$ cat config.mk
export PLATFORM = sky130hd
export DESIGN_NAME = fetch_unit
export DESIGN_NICKNAME = d
export VERILOG_FILES = /design/src/rtl/fetch_unit.sv
export SDC_FILE = /design/constraint.sdc
export NUM_CORES = 1
export LEC_CHECK = 0
export ABC_AREA = 1
export CORE_MARGIN = 4
export CORE_UTILIZATION = 53
export DETAILED_ROUTE_END_ITERATION = 10
export PLACE_DENSITY = 0.79
export SLEW_MARGIN = 20
export SYNTH_ARGS = -nofsm -noshare
export SYNTH_HDL_FRONTEND = slang
export SYNTH_SLANG_ARGS = --single-unit
$ cat constraint.sdc
create_clock -name clk_i -period 6.5 [get_ports clk_i]
set_clock_uncertainty 0.2 [all_clocks]
set_input_delay 1.95 -clock clk_i [delete_from_list [all_inputs] [get_ports clk_i]]
set_output_delay 1.95 -clock clk_i [all_outputs]
set_load 0.02 [all_outputs]
$ cat src/rtl/fetch_unit.sv
// fetch_unit
// Instruction fetch stage feeding the controller/decoder.
// Owns the PC, issues word requests to instruction memory, buffers returned
// words in a small FIFO tagged with their PC, and hands them to decode over a
// valid/ready handshake. A redirect flushes the buffer, retargets the PC and
// arranges for responses already in flight to be thrown away on arrival.
//
// Ports:
//   clk_i, rst_i              clock, synchronous active-high reset
//   imem_req_valid_o/ready_i  fetch request handshake
//   imem_req_addr_o           word-aligned fetch address (the current PC)
//   imem_resp_valid_i/data_i  in-order responses, one per accepted request
//   redirect_i/redirect_pc_i  single-cycle redirect strobe and its target
//   instr_valid_o/ready_i     decode handshake
//   instr_o/pc_o/opcode_o     head instruction, its PC and its opcode field
//   fetch_misalign_o          sticky flag: some redirect target was misaligned
module fetch_unit #(
  parameter logic [31:0] RESET_PC   = 32'h0000_0000,
  parameter int          FIFO_DEPTH = 2
) (
  input  logic        clk_i,
  input  logic        rst_i,
  output logic        imem_req_valid_o,
  input  logic        imem_req_ready_i,
  output logic [31:0] imem_req_addr_o,
  input  logic        imem_resp_valid_i,
  input  logic [31:0] imem_resp_data_i,
  input  logic        redirect_i,
  input  logic [31:0] redirect_pc_i,
  output logic        instr_valid_o,
  input  logic        instr_ready_i,
  output logic [31:0] instr_o,
  output logic [31:0] pc_o,
  output logic [6:0]  opcode_o,
  output logic        fetch_misalign_o
);

  localparam int          PW         = $clog2(FIFO_DEPTH);
  localparam int          CW         = PW + 1;
  localparam logic [CW:0] CREDIT_MAX = (CW+1)'(FIFO_DEPTH);
  localparam logic [31:0] NOP        = 32'h0000_0013;

  logic [31:0]   pc_q;
  logic [31:0]   resp_pc_q;
  logic [CW-1:0] outstanding_q;
  logic [CW-1:0] discard_q;
  logic [CW-1:0] count_q;
  logic [PW-1:0] rd_ptr_q;
  logic [PW-1:0] wr_ptr_q;
  logic          misalign_q;
  logic [31:0]   instr_mem [FIFO_DEPTH];
  logic [31:0]   pc_mem    [FIFO_DEPTH];

  logic          fifo_empty;
  logic          instr_valid;
  logic          pop;
  logic [CW:0]   credit_used;
  logic          req_valid;
  logic          req_fire;
  logic          resp_accept;
  logic          resp_drop;
  logic          push;
  logic [CW-1:0] outstanding_after_resp;
  logic [31:0]   redirect_target;

  // Handshake and credit decisions for this cycle.
  // Credit covers every word we might still have to hold: requests in flight
  // plus buffered entries. An entry popped this cycle frees its slot at once,
  // which lets a 1-cycle memory stream one word per cycle through a 2-deep
  // buffer. Since a kept response always retires an outstanding request, a
  // push can never land in a full buffer.
  // A response with nothing outstanding is treated as noise and ignored.
  always_comb begin
    fifo_empty             = (count_q == '0);
    instr_valid            = !rst_i && !fifo_empty && !redirect_i;
    pop                    = instr_valid && instr_ready_i;
    credit_used            = {1'b0, outstanding_q} + {1'b0, count_q} - (CW+1)'(pop);
    req_valid              = !rst_i && !redirect_i && (credit_used < CREDIT_MAX);
    req_fire               = req_valid && imem_req_ready_i;
    resp_accept            = !rst_i && imem_resp_valid_i && (outstanding_q != '0);
    resp_drop              = resp_accept && (redirect_i || (discard_q != '0));
    push                   = resp_accept && !resp_drop;
    outstanding_after_resp = outstanding_q - CW'(resp_accept);
    redirect_target        = {redirect_pc_i[31:2], 2'b00};
  end

  // Control state: PC, response PC, in-flight/discard counters, FIFO pointers.
  // A redirect wins over everything except reset. Whatever is still in flight
  // after this cycle's response becomes the number of responses to discard.
  always_ff @(posedge clk_i) begin
    if (rst_i) begin
      pc_q          <= RESET_PC;
      resp_pc_q     <= RESET_PC;
      outstanding_q <= '0;
      discard_q     <= '0;
      count_q       <= '0;
      rd_ptr_q      <= '0;
      wr_ptr_q      <= '0;
      misalign_q    <= 1'b0;
    end else if (redirect_i) begin
      pc_q          <= redirect_target;
      resp_pc_q     <= redirect_target;
      outstanding_q <= outstanding_after_resp;
      discard_q     <= outstanding_after_resp;
      count_q       <= '0;
      rd_ptr_q      <= '0;
      wr_ptr_q      <= '0;
      if (redirect_pc_i[1:0] != 2'b00) begin
        misalign_q <= 1'b1;
      end
    end else begin
      if (req_fire) begin
        pc_q <= pc_q + 32'd4;
      end
      outstanding_q <= outstanding_after_resp + CW'(req_fire);
      if (resp_drop && (discard_q != '0)) begin
        discard_q <= discard_q - CW'(1);
      end
      if (push) begin
        resp_pc_q <= resp_pc_q + 32'd4;
        wr_ptr_q  <= wr_ptr_q + PW'(1);
      end
      if (pop) begin
        rd_ptr_q <= rd_ptr_q + PW'(1);
      end
      count_q <= count_q + CW'(push) - CW'(pop);
    end
  end

  // Buffer storage; contents need no reset because the count guards reads.
  always_ff @(posedge clk_i) begin
    if (push) begin
      instr_mem[wr_ptr_q] <= imem_resp_data_i;
      pc_mem[wr_ptr_q]    <= resp_pc_q;
    end
  end

  // With an empty buffer decode sees a NOP tagged with the fetch PC.
  always_comb begin
    imem_req_valid_o = req_valid;
    imem_req_addr_o  = pc_q;
    instr_valid_o    = instr_valid;
    instr_o          = fifo_empty ? NOP : instr_mem[rd_ptr_q];
    pc_o             = fifo_empty ? pc_q : pc_mem[rd_ptr_q];
    opcode_o         = instr_o[6:0];
    fetch_misalign_o = misalign_q;
  end

endmodule

==> results.txt, run 1 <==
Grt total ovfl: 0
First-pass GRT wire length: 42480 um
Run status: complete, no violations
Setup CP Type: in2out
Reg clk slew, reported paths: 0.07 ns
Yosys warns: 0
I/O pin cnt: 176
Share of layout cells above drive strength 1: 0.06747
Fillers: 1465
Netlist Area Pre-Place: 0.009637 mm^2
Max Cap Violations: 0
Hold slack: 0.2679 ns
Synthesized instance count: 1170
RePlAce Congestion: 0.9266
Seq/Total Area, Yosys: 0.5318
CP required: 4.35 ns
Worst Tran Pin Value: 0.9730 ns
Post-synth cell types: 35
Flop2flop setup slack: 2.91 ns
Commonest non-fill, non-tap cell in the layout: nand2_1
Max incr delay on CP: 0.48 ns
P_leak: 4.684 nW
CTS tree: yes
Clock tree root driver cell: clkbuf_16
Port Buffers: 171
DRT iter0 DRCs: 833
Worst Hold Launch: fetch_misalign_o
Die footprint: 0.02040 mm^2
CP delay by family, top: simple AND/OR/NAND/NOR gates
DP Wirelength: 19270 um
H-tree depth: 4
Max stage delay cell, worst path: fa_1
Gr usage total: 0.2685
Iteration count of the initial detailed-routing pass: 7
Final worst path period share: 0.9735
Worst reg2reg path startpoint: count_q[1]
Wirelength per Cell: 17.59 um
Post-DR vias/cell: 5.500
Rows: 49
Clock buffer depth: 2
Via Count: 8597
Power Density: 225.6 mW/mm^2
Final setup vio count: 0
Sink Count: 194
Final Cell Area: 0.01207 mm^2
Largest net degree at the start of global routing: 78
Max IR drop VDD: 0.0002008 V
Placed inst area: 0.01146 mm^2
Data arrival, critical path: 4.18 ns
FMAX: 158.0 MHz
Final Hold Fails: 0
Worst hold path type: reg2reg
Die Span Y: 142.8 um
Min Tclk post-route: 6.328 ns
Setup bufs post-CTS: 0
Syn avg cell area: 8.237 um^2
Relative slew slack: 0.3504
Worst path most repeated cell: nor2_4
Most frequent cells in the layout: nand2_1 (341), clkdlybuf4s50_1 (169), a21oi_1 (124), edfxtp_1 (124), nor2_1 (113)
Num CTS Buffers: 17
Initial Utilization: 0.5383
CP startpoint: redirect_i
Antenna cells: 0
Die Width: 142.8 um
FF+latch count, synth: 194
Final nets: 1401
Number of global-route vias before repair: 7850
Initial antenna violation count: 0
Overall Power: 2.722 mW
Crit path buffers/inverters: 4
Drt drc: 0
Crit end category: primary output
Worst-path fanout max: 2
Final ANT Viol Nets: 0
Core area: 0.01790 mm^2
Worst-path cell chain: clkdlybuf4s50_1 > nor2_4 > inv_2 > nor2_2 > nand2_2 > inv_1 > ha_1 > or2_2 > fa_1 > nand2_1 > nor2_4 > buf_4
Final max-slew violation count: 0
Routed WL: 27490 um
Startpoint type of the worst setup path: primary input
Area delta synth->final: 25.23%
Worst skew pair latency: 0.43 ns
## where the power goes
part	total (mW)	internal [mW]	switching, mW
sequential	1.38	1.34	0.0440
clock	1.05	0.549	0.498
combinational	0.292	0.128	0.164
## final cells by class
cell class | count | area, um^2 | area share
Clock inverter | 15 | 171.4 | 0.01420
Multi-Input combinational cell | 806 | 3812 | 0.3159
Inverter | 118 | 444.2 | 0.03681
Sequential cell | 194 | 5126 | 0.4248
Tap cell | 229 | 286.5 | 0.02374
Clock buffer | 17 | 425.4 | 0.03525
Timing Repair Buffer | 184 | 1802 | 0.1493
## tightest hold or removal path, stage by stage (launching register included)
cell,delay (ns)
dfxtp_1,0.32
inv_1,0.05
a21oi_1,0.06
## sequential cells by signal (all words and copies together) (netlist names), 2 cells and up, named ones only
| register | count |
|---|---|
| count_q | 2 |
| resp_pc_q | 30 |
| imem_req_addr_o | 30 |
| outstanding_q | 2 |
| discard_q | 2 |
| pc_mem | 60 |
| instr_mem | 64 |
## synthesized netlist by cell type (all sizes together)
cell,count,area (um^2)
ha,9,112.6
dfxtp,70,1401
a21oi,124,620.6
fa,1,20.02
inv,117,439.2
edfxtp,124,3724
or2,3,18.77
o21ai,39,195.2
clkbuf,23,86.33
nor3,4,20.02
o21a,1,7.510
o211ai,1,7.510
nand3b,5,37.54
nand2,349,1348
nor2,135,591.8
nand4,5,31.28
a31oi,9,56.30
a22oi,17,127.6
conb,1,3.750
and2,2,12.51
xor2,12,105.1
buf,32,215.2
xnor2,5,43.79
o22ai,1,6.260
nand3,80,400.4
clkinv,1,5.000
## through the flow
| step | utilization | setup TNS (ns) | worst slack (ns) | cells |
|---|---|---|---|---|
| 6_report | 0.6741 | 0 | 0.1721 | 1563 |
| 5_1_grt | 0.6741 | -0.005222 | -0.005222 | 1563 |
| 4_1_cts | 0.6742 | 0 | 0.02518 | 1563 |
| 3_5_place_dp | 0.6402 | -0.3662 | -0.3662 | 1531 |
| 3_3_place_gp | 0.6402 | -0.3548 | -0.3548 | 1531 |
| 2_1_floorplan | - | 0 | 0.1823 | 1173 |
## cells by family after synthesis
group,count (synthesis),synth area share
AND/OR/NAND/NOR,583,0.2553
flip-flops,194,0.5318
AO/OA/AOI/OAI,192,0.1059
buffers and inverters,173,0.07738
XOR/XNOR,17,0.01545
adder cells (fa/ha/maj),10,0.01376
other,1,0.0003891
## metal layers
layer,wire [um],vias up,track usage
met2,13320,446,0.4476
li1,-,4131,-
met5,0,-,0
met4,631,0,0.09055
met3,2510,45,0.04555
met1,11030,3975,0.3577
## path summary, 6_finish.rpt
kind / end / cells past startpoint
max: imem_req_valid_o / 12
min: fetch_misalign_o / 2
max reg2reg: outstanding_q[1] / 16
min reg2reg: fetch_misalign_o / 2
## what timing repair did
| action | in CTS | in global routing |
|---|---|---|
| hold buffers | 0 | 0 |
| resized for setup | 5 | 3 |
| endpoints found under the setup margin | 1 | 1 |
| gates cloned | 0 | 0 |
Note: power is estimated with default switching activity, not from simulation.
==> run 2, diff against run 1 <==
==> constraint.sdc (replaced) <==
create_clock -name clk_i -period 6.5 [get_ports clk_i]
set_clock_uncertainty 0.2 [all_clocks]
set_input_delay 1.625 -clock clk_i [delete_from_list [all_inputs] [get_ports clk_i]]
set_output_delay 1.625 -clock clk_i [all_outputs]
set_load 0.02 [all_outputs]
==> run 2 against run 1 <==
Effect of this change: total power is essentially flat; critical path depth is the same; via count grew 0.20%; fmax grew 0.85%; non-clock buffer count shrank 4; core utilization shrank 0.21 points; die area is the same; clock power is essentially flat; sequential power is essentially flat.
==> results.txt, run 2 (synthesis results as in run 1) <==
Run status: complete, no violations
Sink Count: 194
Final setup vio count: 0
Antenna cells: 0
P_leak: 4.642 nW
Worst hold path type: reg2reg
Routed WL: 27480 um
Crit end category: primary output
Flop2flop setup slack: 2.88 ns
Final max-slew violation count: 0
Rows: 49
Most frequent cells in the layout: nand2_1 (342), clkdlybuf4s50_1 (170), a21oi_1 (124), edfxtp_1 (124), nor2_1 (114)
Wirelength per Cell: 17.63 um
Fin Setup TNS: 0 ns
Max reg flops: 64
Most flop-heavy register: instr_mem
Gr usage total: 0.2665
Min Tclk post-route: 6.275 ns
Initial antenna violation count: 0
Largest regs: instr_mem (64), pc_mem (60)
DRT iter0 DRCs: 913
H-tree depth: 4
I/O pin cnt: 176
RePlAce Congestion: 0.9737
Relative slew slack: 0.4013
CTS tree: yes
Placed Instances: 1527
Area delta synth->final: 24.84%
Worst Hold Launch: fetch_misalign_o
Finished Layout Cells: 1559
CP required: 4.68 ns
Iteration count of the initial detailed-routing pass: 7
Die Span Y: 142.8 um
Largest net degree at the start of global routing: 78
RSZ-0062 raised after global routing: no
Die Width: 142.8 um
Post-CTS Hold Buffers: 0
Overall Power: 2.724 mW
Fin worst setup slack: 0.2251 ns
Final ANT Viol Nets: 0
Worst hold stages: 2
Via Count: 8614
First-pass GRT wire length: 41970 um
Setup bufs post-CTS: 0
Worst reg2reg path startpoint: count_q[1]
Post-cts resize count: 0
Setup CP Type: in2out
Die footprint: 0.02040 mm^2
Initial Utilization: 0.5383
Share of layout cells above drive strength 1: 0.06165
Hold path endpoint: fetch_misalign_o
FF-to-FF path depth: 15
Pre-CTS WS: 0.2171 ns
Worst-path fanout max: 2
Clock buffer depth: 2
Commonest non-fill, non-tap cell in the layout: nand2_1
DP Wirelength: 19250 um
FMAX: 159.4 MHz
Drt drc: 0
Layout Utilization: 0.6720
Power Density: 226.4 mW/mm^2
Grt total ovfl: 0
Clock tree root driver cell: clkbuf_16
Startpoint type of the worst setup path: primary input
Worst Tran Pin Value: 0.8971 ns
Final nets: 1397
Final worst path period share: 0.9654
Max IR drop VDD: 0.0002077 V
R2R Path End: outstanding_q[1]
Post-DR vias/cell: 5.525
Reg clk slew, reported paths: 0.07 ns
Number of global-route vias before repair: 7957
Data arrival, critical path: 4.45 ns
Core area: 0.01790 mm^2
Final Hold Fails: 0
Port Buffers: 171
Max Cap Violations: 0
Num CTS Buffers: 17
Worst skew pair latency: 0.44 ns
==> run 2: per-stage QoR <==
| stage | hold WS (ns) | area [um^2] |
|---|---|---|
| detailed placement | 0.2549 | 11430 |
| global route | 0.2863 | 12030 |
| global placement | 0.2426 | 11430 |
| floorplan | 0.2483 | 9648 |
| CTS | 0.2661 | 12030 |
| finish | 0.2692 | 12030 |
==> run 2: worst max-delay path, stage by stage <==
cell             delay (ns)
clkdlybuf4s50_1        0.46
nor2_4                 0.12
inv_2                  0.04
nor2_1                 0.14
nand2_1                0.11
inv_1                  0.09
ha_1                   0.22
or2_2                  0.30
fa_1                   0.48
nand2_1                0.08
nor2_4                 0.15
clkdlybuf4s50_1        0.62
==> run 2: metal layers <==
layer	wire length, um	GRT usage	vias up
met2	12810	0.4327	461
met1	11050	0.3535	3952
met5	0	0	-
met4	977	0.1116	0
met3	2637	0.04889	77
li1	-	-	4124
==> run 2: worst max-delay path by stage <==
stage / endpoint / startpoint / slack, ns
detailed placement: imem_req_valid_o / redirect_i / 0.22
finish: imem_req_valid_o / redirect_i / 0.23
global placement: imem_req_valid_o / redirect_i / 0.27
CTS: imem_req_valid_o / redirect_i / 0.21
floorplan: imem_req_valid_o / redirect_i / 0.83
global route: imem_req_valid_o / redirect_i / 0.09
==> run 2: report_power, final <==
group / internal, mW / total, mW / switching, mW
registers: 1.34 / 1.38 / 0.0440
clock network: 0.548 / 1.05 / 0.502
logic: 0.127 / 0.291 / 0.164
total: 2.01 / 2.72 / 0.710
==> run 2: area by class of cell <==
class                   count  area [um^2]
flip-flops and latches    194         5126
fillers                  1484         5872
repair buffers            180         1774
well taps                 229        286.5
clock inverters            15        173.9
inverters                 118        444.2
multi-input cells         806         3800
clock buffers              17        425.4
==> run 3, diff against run 2 <==
Settings changed: CORE_MARGIN 4 to not set, MAX_ROUTING_LAYER set to met4.
==> run 3 against run 2 <==
Effect of this change: wire length increased by 1.5%; fmax is 0.30% lower; critical path depth stayed put; core utilization increased by 1.4 points; cell count is 0.19% lower; die area down 8.2%; total power is essentially flat; clock power about the same; critical path type unchanged; critical endpoint unchanged.
==> results.txt, run 3 (synthesis results as in run 1) <==
Fin Setup TNS: 0 ns
Post-DR vias/cell: 5.486
Worst hold path type: reg2reg
Run status: complete, no violations
Data arrival, critical path: 4.47 ns
CP required: 4.68 ns
Worst hold stages: 2
Largest regs: instr_mem (64), pc_mem (60)
Clock tree root driver cell: clkbuf_16
Share of layout cells above drive strength 1: 0.06015
Startpoint type of the worst setup path: primary input
Iteration count of the initial detailed-routing pass: 5
Initial antenna violation count: 1
Worst reg2reg path startpoint: count_q[1]
Hold path endpoint: fetch_misalign_o
Largest net degree at the start of global routing: 78
Number of global-route vias before repair: 7904
Flop2flop setup slack: 2.88 ns
Core area: 0.01754 mm^2
P_leak: 4.652 nW
H-tree depth: 4
Grt total ovfl: 0
Die footprint: 0.01873 mm^2
Placed Instances: 1523
Sequential share of power: 0.509
Die Width: 136.8 um
Combinational power share: 0.107
Final ANT Viol Nets: 0
Num CTS Buffers: 17
Relative slew slack: 0.4163
R2R Path End: outstanding_q[1]
Worst skew pair latency: 0.44 ns
Initial Utilization: 0.5495
FF-to-FF path depth: 15
GRT met3 Usage: 0.05222
Max IR drop VDD: 0.0001977 V
Final max-slew violation count: 0
Post-CTS Hold Buffers: 0
Worst Tran Pin Value: 0.8756 ns
CTS tree: yes
RePlAce Congestion: 0.9382
Port Buffers: 171
Crit end category: primary output
Via Count: 8536
Final Hold Fails: 0
Fillers: 1469
Max Cap Violations: 0
Routed WL: 27890 um
Worst Hold Launch: fetch_misalign_o
P_int: 2.016 mW
Reg clk slew, reported paths: 0.07 ns
RSZ-0062 raised after global routing: no
Final setup vio count: 0
Wirelength per Cell: 17.92 um
Sw Share: 0.2592
Most flop-heavy register: instr_mem
Die Span Y: 136.8 um
Met2 usage: 0.5011
Max reg flops: 64
Worst-path fanout max: 2
Busiest grt layer: met2
First-pass GRT wire length: 42270 um
Power Density: 226.1 mW/mm^2
Commonest non-fill, non-tap cell in the layout: nand2_1
Area delta synth->final: 24.92%
Clock buffer depth: 2
Post-cts resize count: 0
Sink Count: 194
FMAX: 158.9 MHz
Min Tclk post-route: 6.294 ns
Clock share of power: 0.384
Final nets: 1397
Setup CP Type: in2out
Most frequent cells in the layout: nand2_1 (342), clkdlybuf4s50_1 (170), a21oi_1 (124), edfxtp_1 (124), nor2_1 (114)
Switching Power: 0.7054 mW
DP Wirelength: 19650 um
Gr usage total: 0.3137
Met1 Track Usage GR: 0.4029
Rows: 48
DRT iter0 DRCs: 722
Finished Layout Cells: 1556
Setup bufs post-CTS: 0
I/O pin cnt: 176
Final worst path period share: 0.9682
Drt drc: 0
run 3: cell types whose count changed in the layout (fill, tap and decap cells not counted):
cell	change
diode_2	+1
clkinv_4	-2
clkinvlp_4	-2
clkinv_1	+2
buf_4	-1
buf_12	+1
inv_8	+2
run 3: area by class of cell:
cell class,instances,area [um^2],share of cell area
Clock inverter,15,171.4,0.01424
Antenna cell,1,2.502,0.0002079
Clock buffer,17,425.4,0.03534
Multi-Input combinational cell,806,3800,0.3157
Timing Repair Buffer,180,1787,0.1484
Sequential cell,194,5126,0.4258
Tap cell,225,281.5,0.02339
Inverter,118,444.2,0.03690
run 3: critical path, cell delays in order:
cell and delay, ns:
clkdlybuf4s50_1 0.47, nor2_4 0.12, inv_2 0.04, nor2_1 0.14, nand2_1 0.10, inv_1 0.09
ha_1 0.22, or2_2 0.31, fa_1 0.50, nand2_1 0.09, nor2_4 0.15, clkdlybuf4s50_1 0.62
run 3: worst max path at each step:
stage,cells after the start,start,slack (ns),endpoint
after global routing,12,redirect_i,0.03,imem_req_valid_o
after global placement,12,redirect_i,0.24,imem_req_valid_o
after CTS,12,redirect_i,0.17,imem_req_valid_o
final,12,redirect_i,0.21,imem_req_valid_o
after detailed placement,12,redirect_i,0.17,imem_req_valid_o
after floorplan,12,redirect_i,0.83,imem_req_valid_o
run 3: stage by stage:
stage | worst slack, ns | utilization | area, um^2 | hold slack (ns) | total power [mW]
2_1_floorplan | 0.8323 | - | 9648 | 0.2483 | 1.549
3_3_place_gp | 0.2425 | 0.6523 | 11440 | 0.2383 | 1.691
3_5_place_dp | 0.1730 | 0.6523 | 11440 | 0.2639 | 1.697
4_1_cts | 0.1670 | 0.6863 | 12040 | 0.2743 | 2.727
5_1_grt | 0.02836 | 0.6864 | 12040 | 0.2902 | 2.808
6_report | 0.2065 | 0.6864 | 12040 | 0.2741 | 2.721
run 3: per-layer routing:
layer | vias up | wire [um]
li1 | 4137 | -
met1 | 3971 | 11530
met2 | 381 | 13360
met4 | 0 | 608
met3 | 47 | 2380
met5 | - | 0
run 3: power by group through the flow:
stage,logic [mW],clock network [mW],registers (mW)
finish,0.291,1.05,1.38
floorplan,0.139,0,1.41
CTS,0.289,1.06,1.38
global placement,0.282,0,1.41
global route,0.313,1.11,1.39
detailed placement,0.287,0,1.41
